<file path="config.mk">
export PLATFORM = sky130hd
export DESIGN_NAME = mem_arbiter
export DESIGN_NICKNAME = d
export VERILOG_FILES = /design/src/rtl/mem_arbiter.sv
export SDC_FILE = /design/constraint.sdc
export NUM_CORES = 1
export LEC_CHECK = 0
export CAP_MARGIN = 20
export CORE_UTILIZATION = 30
export DETAILED_ROUTE_END_ITERATION = 10
export GPL_TIMING_DRIVEN = 0
export HOLD_SLACK_MARGIN = 0.03
export PLACE_DENSITY = 0.66
export SETUP_SLACK_MARGIN = 0.05
export SYNTH_ARGS = -nofsm -noshare
export SYNTH_HDL_FRONTEND = slang
export SYNTH_SLANG_ARGS = --single-unit
</file>
<file path="constraint.sdc">
create_clock -name clk -period 1.5 [get_ports clk]
set_input_delay 0.15 -clock clk [delete_from_list [all_inputs] [get_ports clk]]
set_output_delay 0.15 -clock clk [all_outputs]
set_load 0.01 [all_outputs]
</file>
<file path="src/rtl/mem_arbiter.sv">
// Two-port memory arbiter: instruction fetch (read-only) and data access share one memory port.
// Define MEM_ARB_RR_EN for round-robin contention; default is D priority with an I starvation limit.
module mem_arbiter #(
  parameter int ADDR_WIDTH   = 16,
  parameter int DATA_WIDTH   = 16,
  parameter int STARVE_LIMIT = 4
) (
  input  logic                    clk,
  input  logic                    rst_n,
  input  logic                    i_read,
  input  logic [ADDR_WIDTH-1:0]   i_address,
  output logic [DATA_WIDTH-1:0]   i_rdata,
  output logic                    i_resp,
  input  logic                    d_read,
  input  logic                    d_write,
  input  logic [DATA_WIDTH/8-1:0] d_byte_enable,
  input  logic [ADDR_WIDTH-1:0]   d_address,
  input  logic [DATA_WIDTH-1:0]   d_wdata,
  output logic [DATA_WIDTH-1:0]   d_rdata,
  output logic                    d_resp,
  input  logic                    mem_resp,
  input  logic [DATA_WIDTH-1:0]   mem_rdata,
  output logic                    mem_read,
  output logic                    mem_write,
  output logic [DATA_WIDTH/8-1:0] mem_byte_enable,
  output logic [ADDR_WIDTH-1:0]   mem_address,
  output logic [DATA_WIDTH-1:0]   mem_wdata
);
  localparam int BE_W = DATA_WIDTH/8;

  typedef enum logic [1:0] {IDLE, SERVE_I, SERVE_D} state_t;

  typedef struct packed {
    logic                  wr;
    logic [BE_W-1:0]       be;
    logic [ADDR_WIDTH-1:0] addr;
    logic [DATA_WIDTH-1:0] wdata;
  } req_t;

  state_t state, state_nxt;
  req_t   req_q, req_nxt;
  logic   idle, i_req, d_req, grant_i, grant_d;

  assign idle  = (state == IDLE);
  assign i_req = i_read;
  assign d_req = d_read | d_write;

`ifdef MEM_ARB_RR_EN
  logic last_grant_d, last_grant_d_nxt;

  // On contention the port that did not win last time goes first.
  assign grant_i = idle && i_req && (!d_req || last_grant_d);

  always_comb begin
    last_grant_d_nxt = last_grant_d;
    if (grant_i)      last_grant_d_nxt = 1'b0;
    else if (grant_d) last_grant_d_nxt = 1'b1;
  end

  always_ff @(posedge clk or negedge rst_n) begin
    if (!rst_n) last_grant_d <= 1'b1;
    else        last_grant_d <= last_grant_d_nxt;
  end
`else
  localparam logic [3:0] LIMIT = 4'(STARVE_LIMIT);
  logic [3:0] starve_cnt, starve_nxt;

  // D wins ties until I has been passed over LIMIT times in a row.
  assign grant_i = idle && i_req && (!d_req || starve_cnt == LIMIT);

  always_comb begin
    starve_nxt = starve_cnt;
    if (idle) begin
      if (grant_i || !i_read)                  starve_nxt = '0;
      else if (grant_d && starve_cnt != LIMIT) starve_nxt = starve_cnt + 4'd1;
    end
  end

  always_ff @(posedge clk or negedge rst_n) begin
    if (!rst_n) starve_cnt <= '0;
    else        starve_cnt <= starve_nxt;
  end
`endif

  assign grant_d = idle && d_req && !grant_i;

  always_comb begin
    state_nxt = state;
    req_nxt   = req_q;
    case (state)
      IDLE: begin
        if (grant_i) begin
          state_nxt = SERVE_I;
          req_nxt   = '{wr: 1'b0, be: {BE_W{1'b1}}, addr: i_address, wdata: '0};
        end else if (grant_d) begin
          state_nxt = SERVE_D;
          // write wins when both d_read and d_write are raised
          req_nxt   = '{wr: d_write, be: d_byte_enable, addr: d_address, wdata: d_wdata};
        end
      end
      SERVE_I, SERVE_D: if (mem_resp) state_nxt = IDLE;
      default: state_nxt = IDLE;
    endcase
  end

  always_ff @(posedge clk or negedge rst_n) begin
    if (!rst_n) begin
      state <= IDLE;
      req_q <= '0;
    end else begin
      state <= state_nxt;
      req_q <= req_nxt;
    end
  end

  assign mem_read        = (state == SERVE_I) || (state == SERVE_D && !req_q.wr);
  assign mem_write       = (state == SERVE_D) && req_q.wr;
  assign mem_address     = req_q.addr;
  assign mem_wdata       = req_q.wdata;
  assign mem_byte_enable = req_q.be;

  // Completion is steered combinationally to the owner of the current transaction only.
  assign i_resp  = (state == SERVE_I) && mem_resp;
  assign d_resp  = (state == SERVE_D) && mem_resp;
  assign i_rdata = i_resp ? mem_rdata : '0;
  assign d_rdata = d_resp ? mem_rdata : '0;
endmodule

</file>
* Word-level counts from Yosys, hierarchy flattened
Cells that the tools add are included.
Word-level totals: bits in registers 41, bits of input ports 72, output and inout port bits 70, logic and storage cells 47
Operators by class: $add $sub $neg 1, equality and inequality tests 6, mux-type cells 10, bitwise logic cells 1, reduce and logical (&&, ||, !) cells 23
Operator list (count):
- $mux W35 | 2
- $mux W16 | 2
- $logic_and A1 B1 Y1 | 9
- $mux W4 | 2
- $mux W2 | 3
- $reduce_and A2 Y1 | 3
- $add A4 B1 Y4 const B | 1
- $eq A4 B3 Y1 const B | 1
- $logic_not A1 Y1 | 4
- $ne A4 B3 Y1 const B | 1
- $pmux W2 S2 | 1
- $reduce_bool A2 Y1 | 2
- $logic_or A1 B1 Y1 | 3
- $ne A3 B1 Y1 const B | 1
- $eq A2 B1 Y1 const B | 1
- $eq A2 B2 Y1 const B | 1
- $logic_not A2 Y1 | 1
- $ne A2 B2 Y1 const B | 1
- $reduce_or A2 Y1 | 1
- $or A1 B1 Y1 | 1

* Longest topological paths before layout
Gate-level depths: netlist of run 1.
word-level depth 9, depth in mapped cells 7, depth with buffers taken out 6

* Worst setup path before layout of run 1
Ideal clock, no wire load.
path type register -> register, from register starve_cnt[0], to register req_q, in the netlist mem_address[11], setup time 150 ps, data arrival time 1377 ps, required time 1350 ps, slack -27 ps, stages on the path, launching flop included 8, buffers on the path 1, clock period less this slack 1527 ps, cells stage by stage dfrtp_1 -> inv_1 -> ha_1 -> and4b_4 -> buf_6 -> or3_1 -> o21ai_2 -> a221oi_2
On the way: word-level cells in the longest chain between the ends 7, elaborated cells between the ends (all ways) 8, those cells by class 1 x eq/ne; 1 x mux; 6 x reduce/logical
Ends and longest elaborated chain:
- start, declared | RTL line 66 | logic [3:0] starve_cnt, starve_nxt;
- start signal, assigned | RTL line 81 | else starve_cnt <= starve_nxt;
- $eq A4 B3 Y1 * | RTL line 69 | assign grant_i = idle && i_req && (!d_req || starve_cnt == LIMIT);
- $logic_or A1 B1 Y1 * | RTL line 69
- $logic_and A1 B1 Y1 * | RTL line 69
- $logic_not A1 Y1 | RTL line 85 | assign grant_d = idle && d_req && !grant_i;
- $logic_and A1 B1 Y1 | RTL line 85
- $reduce_bool A2 Y1 (no source line)
- $reduce_and A2 Y1 (no source line)
- end signal, assigned | RTL line 112 | req_q <= req_nxt;
- end, declared | RTL line 41 | req_t req_q, req_nxt;
Every way passes the cells marked *; elsewhere a longest branch is shown, timed or not. A chain may end at the register's enable or synchronous reset.

* Final worst setup path of run 1
from register state[0], to output d_rdata[1]
On the way: word-level cells in the longest chain between the ends 3
Ends and longest elaborated chain:
- start, declared | RTL line 40 | state_t state, state_nxt;
- start signal, assigned | RTL line 111 | state <= state_nxt;
- $eq A2 B2 Y1 | RTL line 124 | assign d_resp = (state == SERVE_D) && mem_resp;
- $logic_and A1 B1 Y1 | RTL line 124
- $mux W16 | RTL line 126 | assign d_rdata = d_resp ? mem_rdata : '0;
- end, declared | RTL line 19 | output logic [DATA_WIDTH-1:0] d_rdata,
Every way passes these cells.

==> impl_metrics.xml, run 1 <==
<?xml version="1.0" encoding="UTF-8"?>
<metrics>
  <group name="worst_setup_path">
    <metric name="worstReg2RegStart" unit="">state[1]</metric>
    <metric name="crit_end" unit="">d_rdata[1]</metric>
    <metric name="critical_path_class" unit="">reg -&gt; out</metric>
    <metric name="worst_path_largest_cell_delay" unit="ns">0.42</metric>
    <metric name="critPathMaxFanout" unit="">9</metric>
    <metric name="crit_path_cell_trace" unit="">inv_2 -&gt; ha_4 -&gt; buf_12 -&gt; and3_4 -&gt; buf_6</metric>
    <metric name="regToRegEndpoint" unit="">mem_byte_enable[0]</metric>
    <metric name="cp_data_required_time" unit="ns">1.35</metric>
    <metric name="critical-path-slowest-cell" unit="">sky130_fd_sc_hd__dfrtp_1</metric>
    <metric name="worst_setup_path_startpoint" unit="">state[0]</metric>
    <metric name="crit_arrival" unit="ns">1.44</metric>
    <metric name="regToRegSetupSlack" unit="ns">-0.06</metric>
    <metric name="setup_crit_start_kind" unit="">flip-flop</metric>
    <metric name="r2r.worst_path.cells" unit="">9</metric>
    <metric name="setup.worst_path.end_class" unit="">output pin</metric>
  </group>
  <group name="timing">
    <metric name="setup_viol_count_final" unit="">72</metric>
    <metric name="timing_max_transition_violations_final" unit="">0</metric>
    <metric name="timing.clock.skew" unit="ns">0.00977</metric>
    <metric name="final.min_clock_period" unit="ns">1.59</metric>
    <metric name="setup-tns-final" unit="ns">-3.48</metric>
    <metric name="worst_case_setup_margin_in_the_final_layout" unit="ns">-0.0886</metric>
    <metric name="rsz_0062_raised_after_global_routing" unit="">yes</metric>
    <metric name="maxSlewHeadroom" unit="">0.667</metric>
    <metric name="finalHoldViolations" unit="">0</metric>
    <metric name="timing_worst_slew_pin_value" unit="ns">0.499</metric>
    <metric name="min_period_over_period" unit="">1.06</metric>
    <metric name="fmax" unit="MHz">629</metric>
  </group>
  <group name="cts">
    <metric name="cts-root-to-sink-buffers" unit="">2</metric>
    <metric name="cts.clk_slew.worst_paths" unit="ns">0.08</metric>
    <metric name="tritoncts" unit="">built</metric>
    <metric name="cts_num_sinks" unit="">41</metric>
    <metric name="cts_htree_levels" unit="">2</metric>
    <metric name="tritoncts.num_buffers" unit="">5</metric>
    <metric name="root_buffer" unit="">sky130_fd_sc_hd__clkbuf_8</metric>
    <metric name="worst_skew_pair_latency" unit="ns">0.30</metric>
  </group>
  <group name="run_status">
    <metric name="failing_checks" unit="">design-rule violations, negative setup slack</metric>
    <metric name="status" unit="">finished, violations left</metric>
  </group>
  <group name="pwr">
    <metric name="static-leakage-power" unit="nW">2.69</metric>
    <metric name="p_per_area" unit="nW/um^2">1610</metric>
    <metric name="ir_drop" unit="uV">749</metric>
    <metric name="design_power_total" unit="W">0.00882</metric>
  </group>
  <group name="layout">
    <metric name="final-seq-area" unit="um^2">1030</metric>
    <metric name="stdcell_area" unit="um^2">5470</metric>
    <metric name="fillerInstances" unit="">722</metric>
    <metric name="fin_nets" unit="">592</metric>
    <metric name="final_core_util" unit="">0.621</metric>
    <metric name="drive_above_1_share" unit="">0.498</metric>
    <metric name="antenna_cells_inserted" unit="">0</metric>
    <metric name="area_taken_by_multi_input_logic_gates" unit="um^2">1780</metric>
    <metric name="area.growth.synth_to_final" unit="%">97.9</metric>
  </group>
  <group name="logic_synthesis">
    <metric name="synth_enable_flop_cells" unit="">0</metric>
    <metric name="synth.yosys.warnings" unit="">0</metric>
    <metric name="yosysTopAreaCellShare" unit="">0.371</metric>
    <metric name="synthesis.instances" unit="">317</metric>
    <metric name="synth_area_per_cell" unit="um^2">8.72</metric>
    <metric name="synth.top_cells.by_area" unit="">sky130_fd_sc_hd__dfrtp_1 (37%), sky130_fd_sc_hd__buf_4 (9.5%), sky130_fd_sc_hd__and3_1 (7.2%)</metric>
    <metric name="synth_ff_type" unit="">sky130_fd_sc_hd__dfrtp_1</metric>
    <metric name="most_instantiated_library_cell_after_synthesis" unit="">sky130_fd_sc_hd__dfrtp_1</metric>
    <metric name="ys_ff_latch" unit="">41</metric>
    <metric name="synth-async-reset-ratio" unit="">1.00</metric>
    <metric name="post-synth-top-area-cell" unit="">sky130_fd_sc_hd__dfrtp_1</metric>
    <metric name="synth.cell_area" unit="um^2">2770</metric>
    <metric name="synth_sequential_area_ratio" unit="">0.371</metric>
    <metric name="post_synth_num_cell_types" unit="">40</metric>
    <metric name="commonest_cells_post_synth" unit="">sky130_fd_sc_hd__dfrtp_1 (41), sky130_fd_sc_hd__nand2_1 (38), sky130_fd_sc_hd__buf_4 (35)</metric>
    <metric name="syn-num-nets" unit="">395</metric>
  </group>
  <group name="routing">
    <metric name="route.detailed.wl_per_inst" unit="um">16.2</metric>
    <metric name="final_antenna_net_count" unit="">0</metric>
    <metric name="detail_route.iter0.violations" unit="">129</metric>
    <metric name="drt_wl_total" unit="mm">10.1</metric>
    <metric name="drc" unit="">10</metric>
    <metric name="detailedRoute.firstPassIterationCount" unit="">7</metric>
    <metric name="routed_vias_inst" unit="">4.98</metric>
    <metric name="via_count" unit="">3100</metric>
  </group>
  <group name="floorplanning">
    <metric name="floorplan.io_pins" unit="">142</metric>
    <metric name="chipWidth" unit="um">98.0</metric>
    <metric name="die_height" unit="um">98.0</metric>
    <metric name="die_area" unit="um^2">9600</metric>
    <metric name="rows" unit="">34</metric>
    <metric name="fp.coreArea" unit="um^2">8810</metric>
    <metric name="initial_cell_density_of_the_core" unit="">0.314</metric>
  </group>
  <group name="placed_design">
    <metric name="dpl-instance-area" unit="um^2">4320</metric>
    <metric name="gp_routability_congestion" unit="">0.852</metric>
    <metric name="port_buffers" unit="">140</metric>
    <metric name="pre_cts_ws" unit="ns">-0.555</metric>
    <metric name="place_hpwl" unit="mm">6.40</metric>
  </group>
  <group name="global_route">
    <metric name="grt_util_all_layers" unit="">0.192</metric>
    <metric name="grt_remaining_overflow" unit="">0</metric>
    <metric name="grt_pass1_wl" unit="mm">14.9</metric>
    <metric name="first_global_vias" unit="">3048</metric>
    <metric name="antenna_violations_before_repair" unit="">0</metric>
    <metric name="largest_net_degree_at_the_start_of_global_routing" unit="">38</metric>
  </group>
  <group name="worst_hold_path">
    <metric name="class_of_the_tightest_hold_or_removal_check" unit="">in -&gt; async</metric>
  </group>
  <group name="run">
    <metric name="max_cap_viol_count" unit="">0</metric>
  </group>
</metrics>
-- sequential cells by signal (all words and copies together), names as in the netlist --
name             cells
starve_cnt           4
mem_wdata           16
mem_address         16
state                2
req_q                1
mem_byte_enable      2
-- kinds of logic (layout without fill, tap and decap cells) --
| kind of cell | count (synthesis) | after routing | synth area share |
|---|---|---|---|
| AOI/OAI and AO/OA | 63 | 63 | 0.190 |
| buffers and inverters | 64 | 261 | 0.147 |
| and+or+nand+nor | 143 | 143 | 0.265 |
| DFF | 41 | 41 | 0.371 |
| adders and majority gates | 6 | 6 | 0.0271 |
-- report_power, final --
part	switching [W]	leakage (nW)	total [W]	internal [W]
clock	0.000392	0.0433	0.000756	0.000364
combinational	0.00255	2.15	0.00612	0.00358
sequential	0.000321	0.490	0.00194	0.00162
-- area by class of cell --
type	count	share of cell area
well taps	108	0.0247
multi-input cells	212	0.326
repair buffers	192	0.359
clock buffers	6	0.0151
inverters	6	0.00412
plain buffers	56	0.0816
clock inverters	1	0.00137
flip-flops and latches	41	0.188
-- how the worst min path moves through the flow --
| stage | from | end | cells past startpoint |
|---|---|---|---|
| 4_1_cts | rst_n | mem_wdata[0] | 2 |
| 6_report | rst_n | mem_wdata[0] | 2 |
| 5_1_grt | rst_n | mem_wdata[2] | 2 |
| 3_3_place_gp | mem_wdata[7] | mem_wdata[7] | 2 |
| 3_5_place_dp | rst_n | mem_wdata[0] | 1 |
| 2_1_floorplan | rst_n | mem_address[0] | 0 |
-- worst max-delay path: cells and delay by family, from the launching register on --
kind / cells / cell delay [ns]
flip-flops: 1 / 0.42
buffers and inverters: 3 / 0.35
adder cells (fa/ha/maj): 1 / 0.20
AND/OR/NAND/NOR: 1 / 0.18
-- layout by cell type, fill, tap and decap left out, drive strengths merged, types with 15 or more instances in the layout --
master and count:
and3 32, buf 138, clkdlybuf4s50 69, dfrtp 41, dlymetal6s2s 27, nand2 38, nand3 19, nor2 22
o21ai 17, o22ai 18, or3 15
-- stage by stage --
step / std cells / hold slack (ns)
finish: 622 / 0.217
global route: 622 / 0.206
CTS: 607 / 0.213
detailed placement: 566 / -0.0127
global placement: 565 / 0.452
floorplan: 317 / -0.146
-- timing repair --
action                                  CTS  global route
pin swaps                                24            12
hold buffers                              1             0
endpoints found under the setup margin   88           104
endpoints found under the hold margin    41             0
resized for setup                       243           118
cloned                                    3             2
buffers inserted                         30            15
-- layer usage --
layer / wire, um / global-route usage
met3: 575 / 0.0394
met2: 5160 / 0.340
met4: 189 / 0.0653
met5: 0 / 0
met1: 4140 / 0.231
(Power assumes the default switching activity.)
==> inputs of run 2 (changes only) <==
- CORE_MARGIN: unset -> 5
- GPL_TIMING_DRIVEN: 0 -> unset
==> run 2 against run 1 <==
The run ends with negative setup slack left; largest cell class unchanged; clock skew decreased by 0.0014 ns; power decreased by 18%; cell count decreased by 7.9%; critical path depth unchanged; non-clock buffer count decreased by 54; register-to-register slack about the same; sequential share of layout area increased by 3.3 points; sequential power about the same; worst setup slack improved by 0.017 ns.
==> impl_metrics.xml, run 2 (same netlist as run 1, synthesis figures left out) <==
<?xml version="1.0" encoding="UTF-8"?>
<metrics>
  <group name="cts">
    <metric name="cts.clk_slew.worst_paths" unit="ns">0.09</metric>
    <metric name="tritoncts" unit="">built</metric>
    <metric name="root_buffer" unit="">sky130_fd_sc_hd__clkbuf_8</metric>
    <metric name="tritoncts.num_buffers" unit="">5</metric>
    <metric name="cts-root-to-sink-buffers" unit="">2</metric>
    <metric name="cts_num_sinks" unit="">41</metric>
    <metric name="worst_skew_pair_latency" unit="ns">0.30</metric>
    <metric name="cts_htree_levels" unit="">2</metric>
  </group>
  <group name="pwr">
    <metric name="ir_drop" unit="uV">550</metric>
    <metric name="static-leakage-power" unit="nW">2.16</metric>
    <metric name="p_per_area" unit="nW/um^2">1560</metric>
    <metric name="design_power_total" unit="W">0.00728</metric>
  </group>
  <group name="timing">
    <metric name="timing_max_transition_violations_final" unit="">0</metric>
    <metric name="maxSlewHeadroom" unit="">0.717</metric>
    <metric name="timing_worst_slew_pin_value" unit="ns">0.425</metric>
    <metric name="setup_viol_count_final" unit="">65</metric>
    <metric name="min_period_over_period" unit="">1.05</metric>
    <metric name="rsz_0062_raised_after_global_routing" unit="">yes</metric>
    <metric name="worst_case_setup_margin_in_the_final_layout" unit="ns">-0.0715</metric>
    <metric name="final.min_clock_period" unit="ns">1.57</metric>
    <metric name="finalHoldViolations" unit="">0</metric>
    <metric name="fmax" unit="MHz">636</metric>
    <metric name="timing.clock.skew" unit="ns">0.00836</metric>
  </group>
  <group name="layout">
    <metric name="fin_nets" unit="">539</metric>
    <metric name="commonest_cells_after_routing_fill_and_taps_aside" unit="">sky130_fd_sc_hd__clkdlybuf4s50_1 (101), sky130_fd_sc_hd__dfrtp_1 (41), sky130_fd_sc_hd__nand2_1 (37), sky130_fd_sc_hd__buf_4 (31), sky130_fd_sc_hd__buf_2 (26)</metric>
    <metric name="antenna_cells_inserted" unit="">0</metric>
    <metric name="area.growth.synth_to_final" unit="%">68.6</metric>
    <metric name="drive_above_1_share" unit="">0.333</metric>
    <metric name="final_core_util" unit="">0.512</metric>
    <metric name="layout.cells.most_common" unit="">sky130_fd_sc_hd__clkdlybuf4s50_1</metric>
  </group>
  <group name="worst_setup_path">
    <metric name="cp_common_cell" unit="">sky130_fd_sc_hd__buf_6</metric>
    <metric name="critical-path-slowest-cell" unit="">sky130_fd_sc_hd__dfrtp_1</metric>
    <metric name="worst-path-stages" unit="">5</metric>
    <metric name="critical_path_class" unit="">reg -&gt; out</metric>
    <metric name="critPathMaxFanout" unit="">7</metric>
    <metric name="r2r.worst_path.cells" unit="">9</metric>
    <metric name="crit_arrival" unit="ns">1.42</metric>
    <metric name="setup_crit_start_kind" unit="">flip-flop</metric>
    <metric name="setup.worst_path.end_class" unit="">output pin</metric>
    <metric name="cp_num_buf_inv" unit="">3</metric>
    <metric name="worst_path_largest_cell_delay" unit="ns">0.41</metric>
    <metric name="critical_path.top_delay_family" unit="">flip-flops</metric>
    <metric name="cp_data_required_time" unit="ns">1.35</metric>
    <metric name="crit_path_cell_trace" unit="">buf_4 -&gt; ha_4 -&gt; buf_6 -&gt; a21o_1 -&gt; buf_6</metric>
  </group>
  <group name="routing">
    <metric name="detail_route.iter0.violations" unit="">78</metric>
    <metric name="route.detailed.wl_per_inst" unit="um">16.6</metric>
    <metric name="drt_wl_total" unit="mm">9.52</metric>
    <metric name="via_count" unit="">2888</metric>
    <metric name="drc" unit="">0</metric>
    <metric name="final_antenna_net_count" unit="">0</metric>
    <metric name="detailedRoute.firstPassIterationCount" unit="">4</metric>
    <metric name="routed_vias_inst" unit="">5.04</metric>
  </group>
  <group name="run">
    <metric name="max_cap_viol_count" unit="">0</metric>
  </group>
  <group name="run_status">
    <metric name="failing_checks" unit="">negative setup slack</metric>
    <metric name="status" unit="">finished, violations left</metric>
  </group>
  <group name="global_route">
    <metric name="grt_util_all_layers" unit="">0.160</metric>
    <metric name="antenna_violations_before_repair" unit="">0</metric>
    <metric name="grt_remaining_overflow" unit="">0</metric>
    <metric name="grt_pass1_wl" unit="mm">14.7</metric>
    <metric name="largest_net_degree_at_the_start_of_global_routing" unit="">30</metric>
    <metric name="first_global_vias" unit="">2889</metric>
  </group>
  <group name="floorplanning">
    <metric name="chipWidth" unit="um">106</metric>
    <metric name="rows" unit="">35</metric>
    <metric name="fp.coreArea" unit="um^2">9110</metric>
    <metric name="die_area" unit="um^2">11200</metric>
    <metric name="floorplan.io_pins" unit="">142</metric>
    <metric name="initial_cell_density_of_the_core" unit="">0.304</metric>
    <metric name="die_height" unit="um">106</metric>
  </group>
  <group name="placed_design">
    <metric name="port_buffers" unit="">141</metric>
    <metric name="gp_routability_congestion" unit="">0.759</metric>
    <metric name="place_hpwl" unit="mm">6.61</metric>
  </group>
  <group name="worst_hold_path">
    <metric name="class_of_the_tightest_hold_or_removal_check" unit="">in -&gt; async</metric>
  </group>
</metrics>
## run 2: final cells by class
class	count	area [um^2]
clock buffer	6	82.6
clock inverter	2	13.8
fill	870	4450
inverter	6	22.5
multi-input combinational	213	1530
sequential	41	1030
tap	111	139
timing repair buffer	194	1850
## run 2: worst paths after layout
path	startpoint	end	slack, ns
setup / recovery	state[0]	mem_read	-0.07
max in group asynchronous	rst_n	mem_address[8]	0.70
min in group clk	d_wdata[6]	mem_wdata[6]	0.38
setup reg to reg	state[0]	mem_wdata[4]	-0.06
hold / removal	rst_n	mem_wdata[14]	0.32
hold reg to reg	mem_wdata[7]	mem_wdata[7]	0.47
## run 2: where the power goes
part	internal [W]	total [W]	switching, W
registers	0.00162	0.00196	0.000333
clock network	0.000374	0.000801	0.000427
logic	0.00244	0.00452	0.00208
total	0.00444	0.00728	0.00284
## run 2: per-layer routing
layer	routed length (um)	track usage
met1	3930	0.186
met2	4850	0.291
met3	524	0.0401
met4	209	0.0416
met5	0	0
## run 2: what timing repair did
action / in CTS / in global routing
gates cloned: 2 / 1
hold buffers: 1 / 0
pin swaps: 10 / 13
buffers inserted: 6 / 9
hold endpoints to repair: 17 / 0
resized for setup: 198 / 24
setup endpoints to repair: 77 / 80
## run 2: metrics by stage
stage               cells  setup TNS [ns]  setup WS (ns)  hold WS (ns)  area (um^2)
floorplan             317               0         0.0166        -0.146         2770
global placement      547          -10.56         -0.182         0.111         4290
detailed placement    547          -12.22         -0.216         0.115         4290
CTS                   563           -1.13        -0.0523         0.333         4500
global route          573           -6.68         -0.116         0.352         4660
finish                573           -2.52        -0.0715         0.320         4660
==> inputs of run 3 (changes only) <==
- CTS_BUF_LIST: unset -> sky130_fd_sc_hd__clkbuf_4 sky130_fd_sc_hd__clkbuf_8
==> results of run 3 <==
The final DEF is identical to that of run 2; final timing and power are the same.
